**config.mk**
```make
export PLATFORM = sky130hd
export DESIGN_NAME = int_reg_write_port_arbiter
export DESIGN_NICKNAME = d
export VERILOG_FILES = /design/src/rtl/int_reg_write_port_arbiter_pkg.sv /design/src/rtl/int_write_port_buffer.sv /design/src/rtl/int_reg_write_port_arbiter.sv
export SDC_FILE = /design/constraint.sdc
export NUM_CORES = 1
export LEC_CHECK = 0
export ABC_AREA = 1
export BUFFER_PORTS_ARGS = -buffer_cell sky130_fd_sc_hd__buf_4
export CAP_MARGIN = 5
export CORE_AREA = 8 8 261 263
export CTS_CLUSTER_SIZE = 25
export DETAILED_ROUTE_END_ITERATION = 8
export DIE_AREA = 0 0 269 271
export PLACE_DENSITY = 0.8
export SETUP_SLACK_MARGIN = 0.2
export SYNTH_ARGS = -nofsm -noshare
export SYNTH_HDL_FRONTEND = slang
export SYNTH_HIERARCHICAL = 1
export SYNTH_SLANG_ARGS = --single-unit
export TNS_END_PERCENT = 20
```
**constraint.sdc**
```tcl
create_clock -name clk -period 6.4 [get_ports clk]
set_input_delay 0 -clock clk [delete_from_list [all_inputs] [get_ports clk]]
set_output_delay 0 -clock clk [all_outputs]
set_load 0.05 [all_outputs]
```
**src/rtl/int_reg_write_port_arbiter_pkg.sv**
```systemverilog
// Shared types and helpers for the integer register-file write-port arbiter.
// The request struct fixes the payload widths used by the arbiter and its buffers.
package int_reg_write_port_arbiter_pkg;
  localparam int REQ_NUM_DEF   = 4;
  localparam int PORT_NUM_DEF  = 2;
  localparam int BUF_DEPTH_DEF = 2;
  localparam int PREG_W        = 7;
  localparam int DATA_W        = 32;
  localparam int AL_PTR_W      = 6;

  typedef struct packed {
    logic [PREG_W-1:0]   regNum;
    logic [DATA_W-1:0]   data;
    logic [AL_PTR_W-1:0] alPtr;
  } IntWritePortReq;

  // Active-list range [head, tail) with wrap; head == tail is an empty range.
  function automatic logic in_flush_range(input logic [AL_PTR_W-1:0] p,
                                          input logic [AL_PTR_W-1:0] head,
                                          input logic [AL_PTR_W-1:0] tail);
    if (head < tail)      return (p >= head) && (p < tail);
    else if (head > tail) return (p >= head) || (p < tail);
    else                  return 1'b0;
  endfunction
endpackage

```
**src/rtl/int_write_port_buffer.sv**
```systemverilog
// Per-requester in-order skid queue; flushed entries are dropped and survivors compacted.
module int_write_port_buffer
  import int_reg_write_port_arbiter_pkg::*;
#(
  parameter int BUF_DEPTH = BUF_DEPTH_DEF
) (
  input  logic                clk,
  input  logic                rst,
  input  logic                in_valid,
  output logic                in_ready,
  input  IntWritePortReq      in_entry,
  input  logic                pop,
  input  logic                flush_valid,
  input  logic [AL_PTR_W-1:0] flush_head,
  input  logic [AL_PTR_W-1:0] flush_tail,
  output logic                head_valid,
  output IntWritePortReq      head_entry
);
  localparam int CW = $clog2(BUF_DEPTH + 1);
  localparam int IW = (BUF_DEPTH > 1) ? $clog2(BUF_DEPTH) : 1;

  IntWritePortReq mem [BUF_DEPTH];
  IntWritePortReq mem_nxt [BUF_DEPTH];
  logic [CW-1:0]  cnt, cnt_nxt;
  logic           push;

  assign in_ready   = cnt < CW'(BUF_DEPTH);
  // A request landing inside the flush range still handshakes, but is not stored.
  assign push       = in_valid && in_ready &&
                      !(flush_valid && in_flush_range(in_entry.alPtr, flush_head, flush_tail));
  assign head_entry = mem[0];
  assign head_valid = (cnt != '0) &&
                      !(flush_valid && in_flush_range(mem[0].alPtr, flush_head, flush_tail));

  always_comb begin
    mem_nxt = mem;
    cnt_nxt = '0;
    for (int i = 0; i < BUF_DEPTH; i++) begin
      if ((CW'(i) < cnt) && !(pop && (i == 0)) &&
          !(flush_valid && in_flush_range(mem[i].alPtr, flush_head, flush_tail))) begin
        mem_nxt[IW'(cnt_nxt)] = mem[i];
        cnt_nxt = cnt_nxt + CW'(1);
      end
    end
    if (push) begin
      mem_nxt[IW'(cnt_nxt)] = in_entry;
      cnt_nxt = cnt_nxt + CW'(1);
    end
  end

  always_ff @(posedge clk or negedge rst) begin
    if (!rst) begin
      cnt <= '0;
      for (int i = 0; i < BUF_DEPTH; i++) mem[i] <= '0;
    end else begin
      cnt <= cnt_nxt;
      mem <= mem_nxt;
    end
  end
endmodule

```
**src/rtl/int_reg_write_port_arbiter.sv**
```systemverilog
// Round-robin arbiter mapping buffered integer writebacks onto PORT_NUM
// register-file write ports, with selective flush and an oversubscription counter.
module int_reg_write_port_arbiter
  import int_reg_write_port_arbiter_pkg::*;
#(
  parameter int REQ_NUM      = REQ_NUM_DEF,
  parameter int PORT_NUM     = PORT_NUM_DEF,
  parameter int BUF_DEPTH    = BUF_DEPTH_DEF,
  parameter int PREG_WIDTH   = PREG_W,
  parameter int DATA_WIDTH   = DATA_W,
  parameter int AL_PTR_WIDTH = AL_PTR_W
) (
  input  logic                                clk,
  input  logic                                rst,
  input  logic [REQ_NUM-1:0]                  reqValid,
  output logic [REQ_NUM-1:0]                  reqReady,
  input  logic [REQ_NUM-1:0][PREG_WIDTH-1:0]  reqRegNum,
  input  logic [REQ_NUM-1:0][DATA_WIDTH-1:0]  reqData,
  input  logic [REQ_NUM-1:0][AL_PTR_WIDTH-1:0] reqAlPtr,
  input  logic                                stall,
  input  logic                                flushValid,
  input  logic [AL_PTR_WIDTH-1:0]             flushHeadPtr,
  input  logic [AL_PTR_WIDTH-1:0]             flushTailPtr,
  output logic [PORT_NUM-1:0]                 portWE,
  output logic [PORT_NUM-1:0][PREG_WIDTH-1:0] portRegNum,
  output logic [PORT_NUM-1:0][DATA_WIDTH-1:0] portData,
  output logic [15:0]                         conflictCount
);
  localparam int RW = (REQ_NUM > 1) ? $clog2(REQ_NUM) : 1;
  localparam int PW = (PORT_NUM > 1) ? $clog2(PORT_NUM) : 1;
  localparam int GW = $clog2(PORT_NUM + 1);
  localparam int EW = $clog2(REQ_NUM + 1);

  IntWritePortReq [REQ_NUM-1:0] head;
  logic [REQ_NUM-1:0] elig, grant;
  logic [RW-1:0]      rr_ptr, rr_nxt, idx;
  logic [RW:0]        scan;
  logic [GW-1:0]      n_gnt;
  logic [EW-1:0]      n_elig;

  for (genvar g = 0; g < REQ_NUM; g++) begin : g_buf
    IntWritePortReq entry;
    assign entry.regNum = reqRegNum[g];
    assign entry.data   = reqData[g];
    assign entry.alPtr  = reqAlPtr[g];

    int_write_port_buffer #(.BUF_DEPTH(BUF_DEPTH)) u_buf (
      .clk        (clk),
      .rst        (rst),
      .in_valid   (reqValid[g]),
      .in_ready   (reqReady[g]),
      .in_entry   (entry),
      .pop        (grant[g]),
      .flush_valid(flushValid),
      .flush_head (flushHeadPtr),
      .flush_tail (flushTailPtr),
      .head_valid (elig[g]),
      .head_entry (head[g])
    );
  end

  // Scan from rr_ptr; the k-th grant in scan order drives port k.
  always_comb begin
    grant      = '0;
    portWE     = '0;
    portRegNum = '0;
    portData   = '0;
    rr_nxt     = rr_ptr;
    n_gnt      = '0;
    n_elig     = '0;
    scan       = '0;
    idx        = '0;
    for (int k = 0; k < REQ_NUM; k++) begin
      scan = {1'b0, rr_ptr} + (RW+1)'(k);
      if (scan >= (RW+1)'(REQ_NUM)) scan = scan - (RW+1)'(REQ_NUM);
      idx = scan[RW-1:0];
      if (elig[idx]) begin
        n_elig = n_elig + EW'(1);
        if (!stall && (n_gnt < GW'(PORT_NUM))) begin
          grant[idx]                = 1'b1;
          portWE[n_gnt[PW-1:0]]     = 1'b1;
          portRegNum[n_gnt[PW-1:0]] = head[idx].regNum;
          portData[n_gnt[PW-1:0]]   = head[idx].data;
          n_gnt  = n_gnt + GW'(1);
          rr_nxt = (idx == RW'(REQ_NUM - 1)) ? '0 : idx + RW'(1);
        end
      end
    end
  end

  always_ff @(posedge clk or negedge rst) begin
    if (!rst) begin
      rr_ptr        <= '0;
      conflictCount <= '0;
    end else begin
      rr_ptr <= rr_nxt;
      if (!stall && (n_elig > EW'(PORT_NUM)) && (conflictCount != 16'hFFFF))
        conflictCount <= conflictCount + 16'd1;
    end
  end
endmodule

```
---- Yosys cells after proc, flatten, opt, wreduce, memory -nomap -nowiden ----
Index checks and enable logic that the tools add are counted.
word-level totals
  bits in registers ....................... 386
  latch bits .............................. 0
  RAM bits ................................ 0
  memory bits (read-only) ................. 0
  input bits .............................. 200
  output and inout port bits .............. 100
  word-level logic and storage cells ...... 425
  memories kept ........................... 0
cells by class
  add/sub/neg operators ................... 25
  multiply operators ...................... 0
  divide/modulo/power cells ............... 0
  magnitude comparators ................... 76
  equal/unequal tests ..................... 5
  shifts and indexed selects .............. 0
  muxes and demuxes ....................... 174
  bitwise gates (word level) .............. 14
  reduce and logical (&&, ||, !) cells .... 101
operator list
  cell                                                number
  bitwise mux 90 bit                                  8
  two-way mux 90 bit                                  8
  two-way mux 45 bit                                  12
  two-way mux 64 bit                                  6
  binary-select mux 45 bit (select 2 bit)             4
  demux 45 bit (select 1 bit)                         8
  bitwise mux 64 bit                                  3
  two-way mux 32 bit                                  5
  demux 32 bit (select 1 bit)                         3
  two-way mux 14 bit                                  6
  < comparator 6 bit                                  13
  >= comparator 6 bit                                 12
  logical AND 1 bit                                   68
  two-way mux 2 bit                                   34
  two-way mux 1 bit                                   44
  bitwise mux 14 bit                                  3
  two-way mux 7 bit                                   5
  two-way mux 4 bit                                   8
  demux 7 bit (select 1 bit)                          3
  adder 2 x 1 -> 2 bit (second input constant)        10
  logical NOT 1 bit                                   17
  adder 16 x 1 -> 16 bit (second input constant)      1
  >= comparator 2 bit (second input constant)         8
  < comparator 1 x 2 -> 1 bit (first input constant)  8
  other kinds (27)                                    98

---- Logic depth before layout (Yosys ltp) ----
  depth after elaboration ................. 35
  mapped depth ............................ 38
  depth with buffers taken out ............ 34

---- By module ----
Netlist, hierarchy kept.
by module, submodules not included
  module                                       instances  cells an instance  area an instance (um^2)  seq. area each (um^2)
  int_write_port_buffer at g_buf[1].u_buf ...  2          769                6007.0                   2302.2
  int_reg_write_port_arbiter                   1          1566               7686.1                   450.4
  int_write_port_buffer at g_buf[3].u_buf      1          807                6063.3                   2302.2
  int_write_port_buffer at g_buf[0].u_buf      1          775                5953.2                   2302.2

---- Least setup slack after synthesis ----
No wires, ideal clock.
  path kind ............................... reg2reg
  start ................................... reg rr_ptr[0]
  end ..................................... reg g_buf[0].u_buf/mem[10] (netlist bit)
  library setup time ...................... 0.083 ns
  arrival ................................. 4.891 ns
  data required time ...................... 6.317 ns
  path slack .............................. 1.427 ns
  cell stages (with the launch flop) ...... 33
  path buffers ............................ 10
  clock period less this slack ............ 4.973 ns
  path through ............................ dfrtp_1 > buf_4 > inv_4 > buf_6 > buf_2 > buf_2 > ha_1 > buf_2 > inv_2 > buf_2 > nand2_1 > nand2_2 > nand3_4 > nand2_1 > buf_2 > inv_1 > ha_1 > inv_1 > o21ai_2 > nor2_8 > nand2_1 > o211ai_1 > nor2_1 > nand2_4 > buf_2 > ha_1 > ha_1 > clkbuf_1 > nand2_1 > inv_2 > buf_1 > nand3_1 > o21ai_0
on the way
  word-level cells in the longest chain between the ends .. 30
  elaborated cells on any way between the ends .. 89
  classes of those cells .................. 10 x add/sub; 19 x order compare; 43 x mux; 5 x bitwise; 12 x reduce/logical
RTL lines
  item                                                                                    RTL line                                                            source
  from (decl)                                                                             int_reg_write_port_arbiter.sv:36                                    logic [RW-1:0] rr_ptr, rr_nxt, idx;
  from (signal assigned)                                                                  int_reg_write_port_arbiter.sv:96                                    rr_ptr <= rr_nxt;
  >= comparator 2 x 3 -> 1 bit or subtractor 2 x 1 -> 2 bit (tied branches)               int_reg_write_port_arbiter.sv:75                                    if (scan >= (RW+1)'(REQ_NUM)) scan = scan - (RW+1)'(REQ_NUM);
  two-way mux 2 bit                                                                       int_reg_write_port_arbiter.sv:75
  binary-select mux 1 bit (select 2 bit) (tied with other cells)                          int_reg_write_port_arbiter.sv:77                                    if (elig[idx]) begin
  two-way mux 1 bit (implied by the code) or logical AND 1 bit (tied branches)            int_reg_write_port_arbiter.sv:77, int_reg_write_port_arbiter.sv:80
  two-way mux 1 bit (on tied branches)                                                    int_reg_write_port_arbiter.sv:77, int_reg_write_port_arbiter.sv:80
  < comparator 2 bit or demux 1 bit (select 2 bit) (tied branches)                        int_reg_write_port_arbiter.sv:79, int_reg_write_port_arbiter.sv:80
  logical AND 1 bit or two-way mux 4 bit (tied branches)                                  int_reg_write_port_arbiter.sv:79                                    if (!stall && (n_gnt < GW'(PORT_NUM))) begin
  two-way mux 2 bit or two-way mux 4 bit (tied branches)                                  int_reg_write_port_arbiter.sv:79, int_reg_write_port_arbiter.sv:77
  (+9 left out)                                                                           --
  net grant[0]                                                                            int_reg_write_port_arbiter.sv:35                                    logic [REQ_NUM-1:0] elig, grant;
  (+5 left out)                                                                           --
  two-way mux 2 bit (tied with other cells)                                               int_write_port_buffer.sv:39                                         if ((CW'(i) < cnt) && !(pop && (i == 0)) &&
  inverter 1 -> 2 bit (implied by the code) or logical AND 1 bit (tied branches)          int_write_port_buffer.sv:46, int_write_port_buffer.sv:41
  >= comparator 2 bit (implied by the code) (tied with other cells)                       int_write_port_buffer.sv:46                                         mem_nxt[IW'(cnt_nxt)] = in_entry;
  logical AND 1 bit (implied by the code) or demux 45 bit (select 1 bit) (tied branches)  int_write_port_buffer.sv:46, int_write_port_buffer.sv:41
  two-way mux 45 bit (implied by the code) or bitwise mux 90 bit (tied branches)          int_write_port_buffer.sv:46, int_write_port_buffer.sv:41
  demux 45 bit (select 1 bit) or two-way mux 90 bit (tied branches)                       int_write_port_buffer.sv:46, int_write_port_buffer.sv:39
  bitwise mux 90 bit                                                                      int_write_port_buffer.sv:46
  two-way mux 90 bit *                                                                    int_write_port_buffer.sv:45                                         if (push) begin
  to (signal assigned)                                                                    int_write_port_buffer.sv:57                                         mem <= mem_nxt;
  to (decl)                                                                               int_write_port_buffer.sv:22                                         IntWritePortReq mem [BUF_DEPTH];
Mark *: on every way through the listed nets, which the timed path passes. The rest lies on a longest branch. The select of a mux whose other input is x is not followed.
A chain may end at the register's enable or synchronous reset.

==> flow_metrics.env <==
export IMPL_status="complete, but fails checks"
export IMPL_violations="negative hold slack"
export IMPL_min_path_type="in -> async"
export IMPL_die_x_um=269
export IMPL_hold_viol_final=2
export IMPL_dp_cells=5448
export IMPL_synth_area_per_cell_um2=6.76
export IMPL_final_cell_mix="1550 x nand2_1, 645 x inv_1, 397 x o21ai_0, 389 x nand3_1, 384 x dfrtp_1"
export IMPL_nets=5207
export IMPL_portBuffers=299
export IMPL_synthCells=4662
export IMPL_antenna_left=0
export IMPL_start_kind="flop"
export IMPL_crit_slowest_cell="nand3b_1"
export IMPL_drc=0
export IMPL_worst_slew_pin_slew_ns=1.15
export IMPL_vias_per_cell=5.39
export IMPL_fin_hold_ws_ns=-0.00554
export IMPL_synth_cell_area_um2=31500
export IMPL_post_route_period_util_pct=89.3
export IMPL_wl_per_cell_um=18.7
export IMPL_start_util_pct=49.4
export IMPL_first_global_vias=28700
export IMPL_worstSkewPairLatency_ns=0.60
export IMPL_drtPass1Iterations=8
export IMPL_max_freq_mhz=175
export IMPL_layout_commonest_cell="nand2_1"
export IMPL_row_count=93
export IMPL_maxCapViolCount=0
export IMPL_cpPeakStageDelay_ns=0.65
export IMPL_finalCriticalPeriod_ns=5.72
export IMPL_max_slew_margin_pct=22.9
export IMPL_core_area_um2=63900
export IMPL_required_ns=6.89
export IMPL_tns_ns=0
export IMPL_die_h_um=271
export IMPL_rsz0062_at_grt="false"
export IMPL_instances_no_fill=5716
export IMPL_grtUsageTotal_pct=28.4
export IMPL_via_count=30800
export IMPL_num_io_pins=300
export IMPL_clock_skew_ns=0.0413
export IMPL_drtIter0Drc=3603
export IMPL_worstSetupEndpointType="flop"
export IMPL_cts_htree_levels=2
export IMPL_grt_first_pass_wirelength_um=163000
export IMPL_fillCellCount=5812
export IMPL_place_gp_congestion=0.988
export IMPL_worst_path_most_repeated_cell="nand2_1"
export IMPL_cts_sinks=386
export IMPL_syn_to_final_growth_pct=12.7
export IMPL_numCtsBuffers=44
export IMPL_cp_max_fo=45
export IMPL_path_clk_slew_ns=0.06
export IMPL_cp_top_family="simple AND/OR/NAND/NOR gates"
export IMPL_final_util_pct=55.6
export IMPL_drv_slew=0
export IMPL_drt_total_wl_um=107000
export IMPL_antenna_found_initial=4
export IMPL_layout_drive_gt1_share_pct=12.3
export IMPL_overflow=0
export IMPL_grt_max_degree=123
export IMPL_yosys_warnings=6
export IMPL_cts_tree="yes"
export IMPL_dieArea_um2=72900
export IMPL_cp_arrival_ns=6.21
export IMPL_setup_viol=0
export IMPL_worstSetupPathType="reg -> reg"
export IMPL_dp_hpwl_um=74400
export IMPL_clock_root_buffer="clkbuf_16"
export IMPL_cts_repair_resized=0
export IMPL_clock_path_buffers=3
export IMPL_synth_fp_nets=5044
export IMPL_critPathBufInv=4
timing repair:
item / 4_1_cts / 5_1_grt
setup endpoints to repair: 0 / 0
setup buffers: 0 / 0
hold buffers: 186 / 0
hold endpoints to repair: 444 / 0
state kept, by name, indices dropped and copies added (netlist names):
signal / flops
rr_ptr: 2
g_buf.u_buf/mem: 180
conflictCount: 16
g_buf.u_buf/head_entry: 180
g_buf.u_buf/cnt: 8
final timing paths:
check	startpoint	to	slack, ns	cells after the start
max reg2reg	g_buf[0].u_buf/head_entry[5]	g_buf[0].u_buf/head_entry[20]	0.68	30
min reg2reg	g_buf[3].u_buf/mem[36]	g_buf[3].u_buf/mem[36]	0.48	2
max in group asynchronous	rst	g_buf[0].u_buf/head_entry[23]	4.50	4
min	rst	g_buf[2].u_buf/head_entry[26]	-0.006	2
max	g_buf[0].u_buf/head_entry[5]	g_buf[0].u_buf/head_entry[20]	0.68	30
min in group clk	flushValid	g_buf[2].u_buf/cnt[1]	0.09	5
layout make-up:
| cell class | instances | area (um2) | share of cell area [%] |
|---|---|---|---|
| multi-input combinational | 3205 | 16400 | 46.2 |
| sequential | 386 | 9670 | 27.2 |
| timing repair buffer | 519 | 4380 | 12.3 |
| inverter | 669 | 2530 | 7.13 |
| clock buffer | 61 | 1260 | 3.56 |
| tap | 855 | 1070 | 3.01 |
| clock inverter | 19 | 199 | 0.560 |
| antenna | 2 | 5.00 | 0.0141 |
metrics by stage:
stage | setup WS, ns | area [um2]
after floorplan | 1.43 | 31500
after global placement | 0.944 | 32200
after detailed placement | 0.817 | 32200
after CTS | 0.756 | 35500
after global routing | 0.217 | 35500
final | 0.684 | 35500
layer usage:
layer	vias up	global-route usage [%]	routed length [um]
met2	1576	41.3	45100
met5	-	0	0
li1	14700	-	-
met1	14200	37.7	42200
met3	324	5.56	10900
met4	0	19.1	8600
Power is not shown: default switching activity piles up to over one toggle a cycle in this logic, so the estimate is an artifact.
